`config.mk`:
```
export PLATFORM = sky130hd
export DESIGN_NAME = regfile_write_sched
export DESIGN_NICKNAME = d
export VERILOG_FILES = /design/src/rtl/regfile_pkg.sv /design/src/rtl/regfile_rr_picker.sv /design/src/rtl/regfile_write_sched.sv
export SDC_FILE = /design/constraint.sdc
export NUM_CORES = 1
export LEC_CHECK = 0
export CORE_MARGIN = 2
export CORE_UTILIZATION = 35
export CTS_BUF_LIST = sky130_fd_sc_hd__clkbuf_4 sky130_fd_sc_hd__clkbuf_8
export DETAILED_ROUTE_END_ITERATION = 16
export DONT_BUFFER_PORTS = 1
export GPL_ROUTABILITY_DRIVEN = 1
export PLACE_DENSITY = 0.6
export SYNTH_ARGS = -nofsm -noshare
export SYNTH_HDL_FRONTEND = slang
export SYNTH_SLANG_ARGS = --single-unit
```
`constraint.sdc`:
```
create_clock -name clk -period 24.9 [get_ports clk]
set_input_delay 4.98 -clock clk [delete_from_list [all_inputs] [get_ports clk]]
set_output_delay 4.98 -clock clk [all_outputs]
set_load 0.01 [all_outputs]
```
`src/rtl/regfile_pkg.sv`:
```
// Shared defaults and the register-address type for the regfile write scheduler.
package regfile_pkg;

    localparam int unsigned RF_REG_NUM         = 32;
    localparam int unsigned RF_DATA_WIDTH      = 32;
    localparam int unsigned RF_NUM_WRITE_PORTS = 4;

    typedef logic [$clog2(RF_REG_NUM)-1:0] rf_addr_t;

    function automatic int unsigned wrap_inc(input int unsigned v, input int unsigned n);
        return (v + 1 >= n) ? 0 : v + 1;
    endfunction

endpackage

```
`src/rtl/regfile_rr_picker.sv`:
```
// Combinational round-robin scan: picks up to NUM_WRITE_PORTS valid requesters
// from rr_ptr_i onwards, skipping any whose address was already granted this scan.
module regfile_rr_picker
    import regfile_pkg::*;
#(
    parameter int unsigned NUM_REQ         = 8,
    parameter int unsigned NUM_WRITE_PORTS = RF_NUM_WRITE_PORTS,
    parameter int unsigned AW              = $clog2(RF_REG_NUM),
    parameter int unsigned PW              = (NUM_REQ > 1) ? $clog2(NUM_REQ) : 1
) (
    input  logic               valid_i    [0:NUM_REQ-1],
    input  logic [AW-1:0]      addr_i     [0:NUM_REQ-1],
    input  logic [PW-1:0]      rr_ptr_i,
    output logic [NUM_REQ-1:0] grant_o,
    output logic               port_vld_o [0:NUM_WRITE_PORTS-1],
    output logic [PW-1:0]      port_idx_o [0:NUM_WRITE_PORTS-1],
    output logic               any_grant_o,
    output logic [PW-1:0]      next_ptr_o
);

    localparam int unsigned IW = (NUM_WRITE_PORTS > 1) ? $clog2(NUM_WRITE_PORTS) : 1;

    logic [AW-1:0] port_addr [0:NUM_WRITE_PORTS-1];

    always_comb begin
        int unsigned cnt;
        int unsigned idx;
        logic        conflict;
        cnt         = 0;
        idx         = 0;
        conflict    = 1'b0;
        grant_o     = '0;
        any_grant_o = 1'b0;
        next_ptr_o  = rr_ptr_i;
        for (int unsigned p = 0; p < NUM_WRITE_PORTS; p++) begin
            port_vld_o[p] = 1'b0;
            port_idx_o[p] = '0;
            port_addr[p]  = '0;
        end
        for (int unsigned off = 0; off < NUM_REQ; off++) begin
            idx = 32'(rr_ptr_i) + off;
            if (idx >= NUM_REQ) idx = idx - NUM_REQ;
            // Only slots already filled this scan (p < cnt) can block a later requester.
            conflict = 1'b0;
            for (int unsigned p = 0; p < NUM_WRITE_PORTS; p++) begin
                if (p < cnt && port_addr[p] == addr_i[PW'(idx)]) conflict = 1'b1;
            end
            if (valid_i[PW'(idx)] && cnt < NUM_WRITE_PORTS && !conflict) begin
                grant_o[PW'(idx)]     = 1'b1;
                port_vld_o[IW'(cnt)]  = 1'b1;
                port_idx_o[IW'(cnt)]  = PW'(idx);
                port_addr[IW'(cnt)]   = addr_i[PW'(idx)];
                cnt                   = cnt + 1;
                any_grant_o           = 1'b1;
                next_ptr_o            = PW'(wrap_inc(idx, NUM_REQ));
            end
        end
    end

endmodule

```
`src/rtl/regfile_write_sched.sv`:
```
// Register-file write scheduler: round-robin grants onto registered write ports.
// Optional stall counter output enabled by defining REGFILE_WSCHED_STATS_EN.
module regfile_write_sched
    import regfile_pkg::*;
#(
    parameter int unsigned NUM_REQ         = 8,
    parameter int unsigned NUM_WRITE_PORTS = RF_NUM_WRITE_PORTS,
    parameter int unsigned REG_NUM         = RF_REG_NUM,
    parameter int unsigned DATA_WIDTH      = RF_DATA_WIDTH,
    localparam int unsigned AW             = $clog2(REG_NUM)
) (
    input  logic                  clk,
    input  logic                  rst,
    input  logic                  hold,
    input  logic                  reqValid    [0:NUM_REQ-1],
    input  logic [AW-1:0]         reqAddr     [0:NUM_REQ-1],
    input  logic [DATA_WIDTH-1:0] reqData     [0:NUM_REQ-1],
    output logic                  reqReady    [0:NUM_REQ-1],
    output logic                  writeEnable [0:NUM_WRITE_PORTS-1],
    output logic [AW-1:0]         writeAddr   [0:NUM_WRITE_PORTS-1],
    output logic [DATA_WIDTH-1:0] dataInputs  [0:NUM_WRITE_PORTS-1]
`ifdef REGFILE_WSCHED_STATS_EN
    ,
    output logic [15:0]           stallCount
`endif
);

    localparam int unsigned PW = (NUM_REQ > 1) ? $clog2(NUM_REQ) : 1;

    logic [PW-1:0]         rr_ptr_q, rr_ptr_d;
    logic                  we_q    [0:NUM_WRITE_PORTS-1];
    logic                  we_d    [0:NUM_WRITE_PORTS-1];
    logic [AW-1:0]         waddr_q [0:NUM_WRITE_PORTS-1];
    logic [AW-1:0]         waddr_d [0:NUM_WRITE_PORTS-1];
    logic [DATA_WIDTH-1:0] wdata_q [0:NUM_WRITE_PORTS-1];
    logic [DATA_WIDTH-1:0] wdata_d [0:NUM_WRITE_PORTS-1];

    logic [NUM_REQ-1:0]    grant;
    logic                  port_vld [0:NUM_WRITE_PORTS-1];
    logic [PW-1:0]         port_idx [0:NUM_WRITE_PORTS-1];
    logic                  any_grant;
    logic [PW-1:0]         next_ptr;

    regfile_rr_picker #(
        .NUM_REQ         (NUM_REQ),
        .NUM_WRITE_PORTS (NUM_WRITE_PORTS),
        .AW              (AW),
        .PW              (PW)
    ) u_picker (
        .valid_i     (reqValid),
        .addr_i      (reqAddr),
        .rr_ptr_i    (rr_ptr_q),
        .grant_o     (grant),
        .port_vld_o  (port_vld),
        .port_idx_o  (port_idx),
        .any_grant_o (any_grant),
        .next_ptr_o  (next_ptr)
    );

    // Grants are masked by hold and reset; the picker's grant already implies reqValid.
    always_comb begin
        for (int unsigned i = 0; i < NUM_REQ; i++) begin
            reqReady[i] = grant[i] && !hold && !rst;
        end
    end

    always_comb begin
        rr_ptr_d = rr_ptr_q;
        if (!hold && any_grant) rr_ptr_d = next_ptr;
        for (int unsigned p = 0; p < NUM_WRITE_PORTS; p++) begin
            we_d[p]    = 1'b0;
            waddr_d[p] = '0;
            wdata_d[p] = '0;
            if (!hold && port_vld[p]) begin
                waddr_d[p] = reqAddr[port_idx[p]];
                wdata_d[p] = reqData[port_idx[p]];
                we_d[p]    = (reqAddr[port_idx[p]] != '0);
            end
        end
    end

    always_ff @(posedge clk or posedge rst) begin
        if (rst) begin
            rr_ptr_q <= '0;
            for (int unsigned p = 0; p < NUM_WRITE_PORTS; p++) begin
                we_q[p]    <= 1'b0;
                waddr_q[p] <= '0;
                wdata_q[p] <= '0;
            end
        end else begin
            rr_ptr_q <= rr_ptr_d;
            for (int unsigned p = 0; p < NUM_WRITE_PORTS; p++) begin
                we_q[p]    <= we_d[p];
                waddr_q[p] <= waddr_d[p];
                wdata_q[p] <= wdata_d[p];
            end
        end
    end

    assign writeEnable = we_q;
    assign writeAddr   = waddr_q;
    assign dataInputs  = wdata_q;

`ifdef REGFILE_WSCHED_STATS_EN
    logic [15:0] stall_q, stall_d;
    logic        stall_now;

    always_comb begin
        stall_now = 1'b0;
        for (int unsigned i = 0; i < NUM_REQ; i++) begin
            if (reqValid[i] && !reqReady[i]) stall_now = 1'b1;
        end
        stall_d = stall_q;
        if (stall_now && stall_q != '1) stall_d = stall_q + 16'd1;
    end

    always_ff @(posedge clk or posedge rst) begin
        if (rst) stall_q <= '0;
        else     stall_q <= stall_d;
    end

    assign stallCount = stall_q;
`endif

endmodule

```
; Word level (Yosys, flattened, before mapping)
; Cells that the tools add are included.
[totals]
ff_bits = 155
in_bits = 307
out_inout_bits = 160
elab_cells = 537
[classes]
n_bitwise = 33
n_mux = 250
eq_ne = 25
add_sub_neg = 29
n_reduce_logical = 94
n_lt_le_gt_ge = 93
[ops]
columns = op, n
row1 = 32-bit 2-to-1 mux, 26
row2 = "32-bit by 4-bit >= comparator with 1-bit output, second input constant", 15
row3 = "32-bit by 1-bit adder with 32-bit output, second input constant", 13
row4 = 32-bit binary-select mux with 3-bit select, 4
row5 = "1-bit by 32-bit less-than comparator with 1-bit output, first input constant", 12
row6 = "2-bit by 32-bit less-than comparator with 1-bit output, first input constant", 12
row7 = "32-bit by 4-bit subtractor with 32-bit output, second input constant", 7
row8 = "32-bit by 3-bit less-than comparator with 1-bit output, second input constant", 6
row9 = 5-bit binary-select mux with 3-bit select, 12
row10 = 5-bit 2-to-1 mux, 35
row11 = 5-bit equality test, 25
row12 = 20-bit bitwise mux, 6
row13 = 20-bit 2-to-1 mux, 6
row14 = 12-bit bitwise mux, 7
row15 = 12-bit 2-to-1 mux, 7
row16 = 1-bit logical AND, 78
row17 = 1-bit 2-to-1 mux, 72
row18 = 3-bit 2-to-1 mux, 24
row19 = 8-bit 2-to-1 mux, 8
row20 = 5-bit demux with 2-bit select, 6
row21 = 8-bit OR, 7
row22 = "4-bit >= comparator, second input constant", 12
row23 = 3-bit NOT with 4-bit output, 12
row24 = 3-bit demux with 2-bit select, 7
row25 = other kinds (25), 105

; Logic depth before layout (Yosys ltp)
; Gate-level depths: netlist of run 1.
[depth]
depth_word = 76
ltp_mapped = 83
ltp_nobuf = 62

; Modules after synthesis
; A second synthesis of run 1 with hierarchy kept.
[hier_totals]
hier_cells = 2142
area_unflattened_um2 = 22723.0
[by_module_without_submodules]
columns = module, instances, cells_each, area_each_um2, seq_area_each_um2
row1 = regfile_write_sched, 1, 870, 13249.0, 3878.7
row2 = regfile_rr_picker, 1, 1272, 9474.1, 0.0

; Worst setup path before layout of run 1
; OpenSTA, ideal clock, no wires.
[synth_timing]
path_kind = input port to output port
start = input port reqAddr[12] in the netlist's numbering
end = output port reqReady[6] in the netlist's numbering
path_buffers = 11
t_arrival_ns = 17.080
required_time_ns = 19.920
cell_stages = 65
setup_slack_ns = 2.840
cell_sequence = buf_1 -> mux2_1 -> mux2i_2 -> xor2_1 -> mux4_2 -> nor2_1 -> and3_1 -> or2_2 -> clkbuf_1 -> inv_1 -> ha_1 -> o41a_1 -> nand2_1 -> a21oi_2 -> clkbuf_1 -> nand2_1 -> o21ai_0 -> inv_1 -> [... 29 more ...] -> buf_2 -> mux2_2 -> ha_1 -> and2_1 -> buf_4 -> a21oi_2 -> nand2b_1 -> buf_4 -> nor2_2 -> nand2_1 -> and3_1 -> o21a_2 -> buf_6 -> o311ai_0 -> clkbuf_1 -> o21ai_0 -> mux2i_1 -> a211oi_1
[synth_rtl]
columns = element, line_no
row1 = "start, declared", regfile_write_sched.sv:16  ; input logic [AW-1:0] reqAddr [0:NUM_REQ-1],
row2 = "end, declared", regfile_write_sched.sv:18  ; output logic reqReady [0:NUM_REQ-1],

==> metrics, run 1 <==
number of max-cap violations 0; run status complete, no violations; CTS tree yes; reg2reg setup slack 6.06 ns; initial core utilization 0.354; vias in the first global route 23100; Num CTS Buffers 17; placed wire-length estimate 82.7 mm; Placed Cells 3376; setup bufs post-CTS 0; drt pass-1 iters 7; die width 268 um; All-Layer GR Usage 0.308; NumNets Final 2857; FP Rows 96; slowest library cell on the worst path or4b_2; IO Count 467; ANT nets after route 0; layout cells sized above 1 0.225; clk slew on worst S/H paths 0.11 ns; Synth Warn # 0; largest net degree at the start of global routing 88; Synth top area share 0.293; Final Skew 0.0492 ns; top cells by area, synth mux4_2, dfrtp_1, mux2i_1, nand2_1, ha_1; Final Core Density 0.374; # DRC 0; TritonCTS Sinks 155; #FFs+latches synth 155; post-synth cell types 116; fill count 6808; gpl congestion 1.01; Syn Inst Count 2552; crit path buf inv count 10; RSZ-0062 raised after global routing no; total grt overflow 0; synthesized area per cell 9.54 um^2; Die Y 268 um; Max Buffers Root-to-Sink 2; CP arrival 18.70 ns; setup TNS 0 ns; critical path required time 19.92 ns; vias per std cell 7.12; Max Fclk 42.2 MHz; DR WL/cell 33.5 um; delay-heaviest family, CP simple AND/OR/NAND/NOR gates; routed wire length 114 mm; EDFF count, synth 0; most frequent cells in the layout mux4_2, nand2_1, nor2_1, mux2i_1, a21oi_1; Worst-Margin Slew 1.27 ns; Placeable Area 68700 um^2; fin crit share 0.951; top_reg_cell synth dfrtp_1; Crit Path Max Fanout 19; Tmin final 23.68 ns; global-route wire length before repair 162 mm; via count 24300; crit-path most repeated cell inv_1; root buffer cell clkbuf_8; cell area after synthesis 24300 um^2; Slew HR 0.152; P&R area growth vs syn 5.63%; die footprint 71700 um^2; HP Class reg2reg; CTS HTree Levels 4; Buffers on Ports 0; final max-slew violation count 0; most common cell after layout, fill and taps aside mux4_2; FFs w/ async S/R, synth 1.00; final hold vios 0; Critical Path Sink Type output port; Final Setup Violations 0; clk_lat worst skew 0.60 ns; slowest stage delay, CP 0.66 ns; CP Class in2out; initial antenna violation count 6; Worst setup SP type input port; DR iter-0 viols 3474; post-route non-filler standard cell count 3409; Yosys top cell by area mux4_2; post-synthesis sequential area ratio 0.159
==> layout make-up <==
| cell class | count | area, um^2 | area share |
|---|---|---|---|
| inverter | 50 | 193 | 0.00750 |
| antenna | 1 | 2.50 | 0.0000973 |
| timing repair buffer | 68 | 536 | 0.0208 |
| clock buffer | 17 | 234 | 0.00910 |
| tap | 931 | 1160 | 0.0453 |
| multi-input combinational | 2172 | 19500 | 0.759 |
| clock inverter | 15 | 188 | 0.00730 |
| sequential | 155 | 3880 | 0.151 |
==> kinds of logic (layout without fill, tap and decap cells) <==
logic type / Yosys count / in the layout / synth area share
adders and majority gates: 86 / 86 / 0.0442
other: 2 / 75 / 0.000309
and+or+nand+nor: 843 / 843 / 0.162
buffers and inverters: 297 / 150 / 0.0579
xor gates and xnor gates: 59 / 59 / 0.0218
DFF: 155 / 155 / 0.159
AOI/OAI and AO/OA: 567 / 567 / 0.163
muxes: 543 / 543 / 0.392
==> repair_timing <==
action / in CTS / in global routing
hold buffers: 0 / 0
resized for setup: 0 / 8
endpoints found under the setup margin: 0 / 8
hold endpoints to repair: 0 / 0
==> registers in the layout, summed over array words and instances (netlist names) <==
signal	count
writeAddr	20
rr_ptr_q	3
writeEnable	4
dataInputs	128
==> synthesized netlist by cell type, types with 10 or more instances <==
cell,count
a211oi_1,24
a21oi_1,159
a221oi_1,12
a22oi_1,14
a31oi_1,21
a32oi_1,11
and2_1,23
and3_1,20
buf_1,25
buf_2,66
buf_4,20
buf_6,18
clkbuf_1,117
dfrtp_1,155
ha_1,86
inv_1,47
mux2_1,11
mux2_2,42
mux2i_1,163
mux4_2,317
nand2_1,301
nand2b_1,16
nand3_1,56
nand4_1,17
nor2_1,248
nor2b_1,24
nor3_1,43
nor4_1,15
o211ai_1,23
o21a_1,14
o21ai_0,85
o221ai_1,26
o22ai_1,34
o32ai_1,10
or2_2,10
xnor2_1,47
xor2_1,10
==> stage by stage <==
step           hold slack [ns]  instance area (um^2)  worst slack [ns]
6_report                  1.20                 25700              1.22
5_1_grt                   1.25                 25700             0.122
4_1_cts                   1.20                 25700             0.751
3_5_place_dp              1.17                 25300             0.798
3_3_place_gp              1.17                 25300              1.17
2_1_floorplan             1.13                 24600              2.84
==> final timing paths <==
path                                         start                        to  cells past startpoint
max                                    reqValid[2]               reqReady[3]                     58
max in group asynchronous                      rst    writeAddr[0]$_DFF_PP0_                      3
min                        rr_ptr_q[0]$_DFFE_PP0P_   rr_ptr_q[1]$_DFFE_PP0P_                      4
max reg2reg                rr_ptr_q[0]$_DFFE_PP0P_  writeEnable[1]$_DFF_PP0_                     60
min in group asynchronous                      rst  writeEnable[2]$_DFF_PP0_                      1
min reg2reg                rr_ptr_q[0]$_DFFE_PP0P_   rr_ptr_q[1]$_DFFE_PP0P_                      4
==> metal layers <==
layer,global-route usage,vias to the layer above,share of wire
met3,0.105,457,0.14
li1,-,9657,-
met5,0,-,0.00011
met1,0.385,12000,0.35
met2,0.461,2184,0.44
met4,0.181,2,0.065
==> worst min-delay path, cell delays in order (launching register included) <==
cell	delay [ns]
dfrtp_4	0.73
xor2_1	0.12
nor2_1	0.08
a21oi_1	0.05
o22a_1	0.19
Power of run 1 is left out: the tool's default activity adds up to more than one toggle a clock period on the data nets, which glitch-free logic cannot reach.
==> run 2: changes to the inputs <==
--- a/config.mk
+++ b/config.mk
@@ -8,6 +8,7 @@
 export CORE_MARGIN = 2
 export CORE_UTILIZATION = 35
 export CTS_BUF_LIST = sky130_fd_sc_hd__clkbuf_4 sky130_fd_sc_hd__clkbuf_8
+export CTS_CLUSTER_DIAMETER = 100
 export DETAILED_ROUTE_END_ITERATION = 16
 export DONT_BUFFER_PORTS = 1
 export GPL_ROUTABILITY_DRIVEN = 1
==> results of run 2 <==
Final layout, timing and power as in run 1 (identical DEF).
Power of run 2 is left out for the same reason.
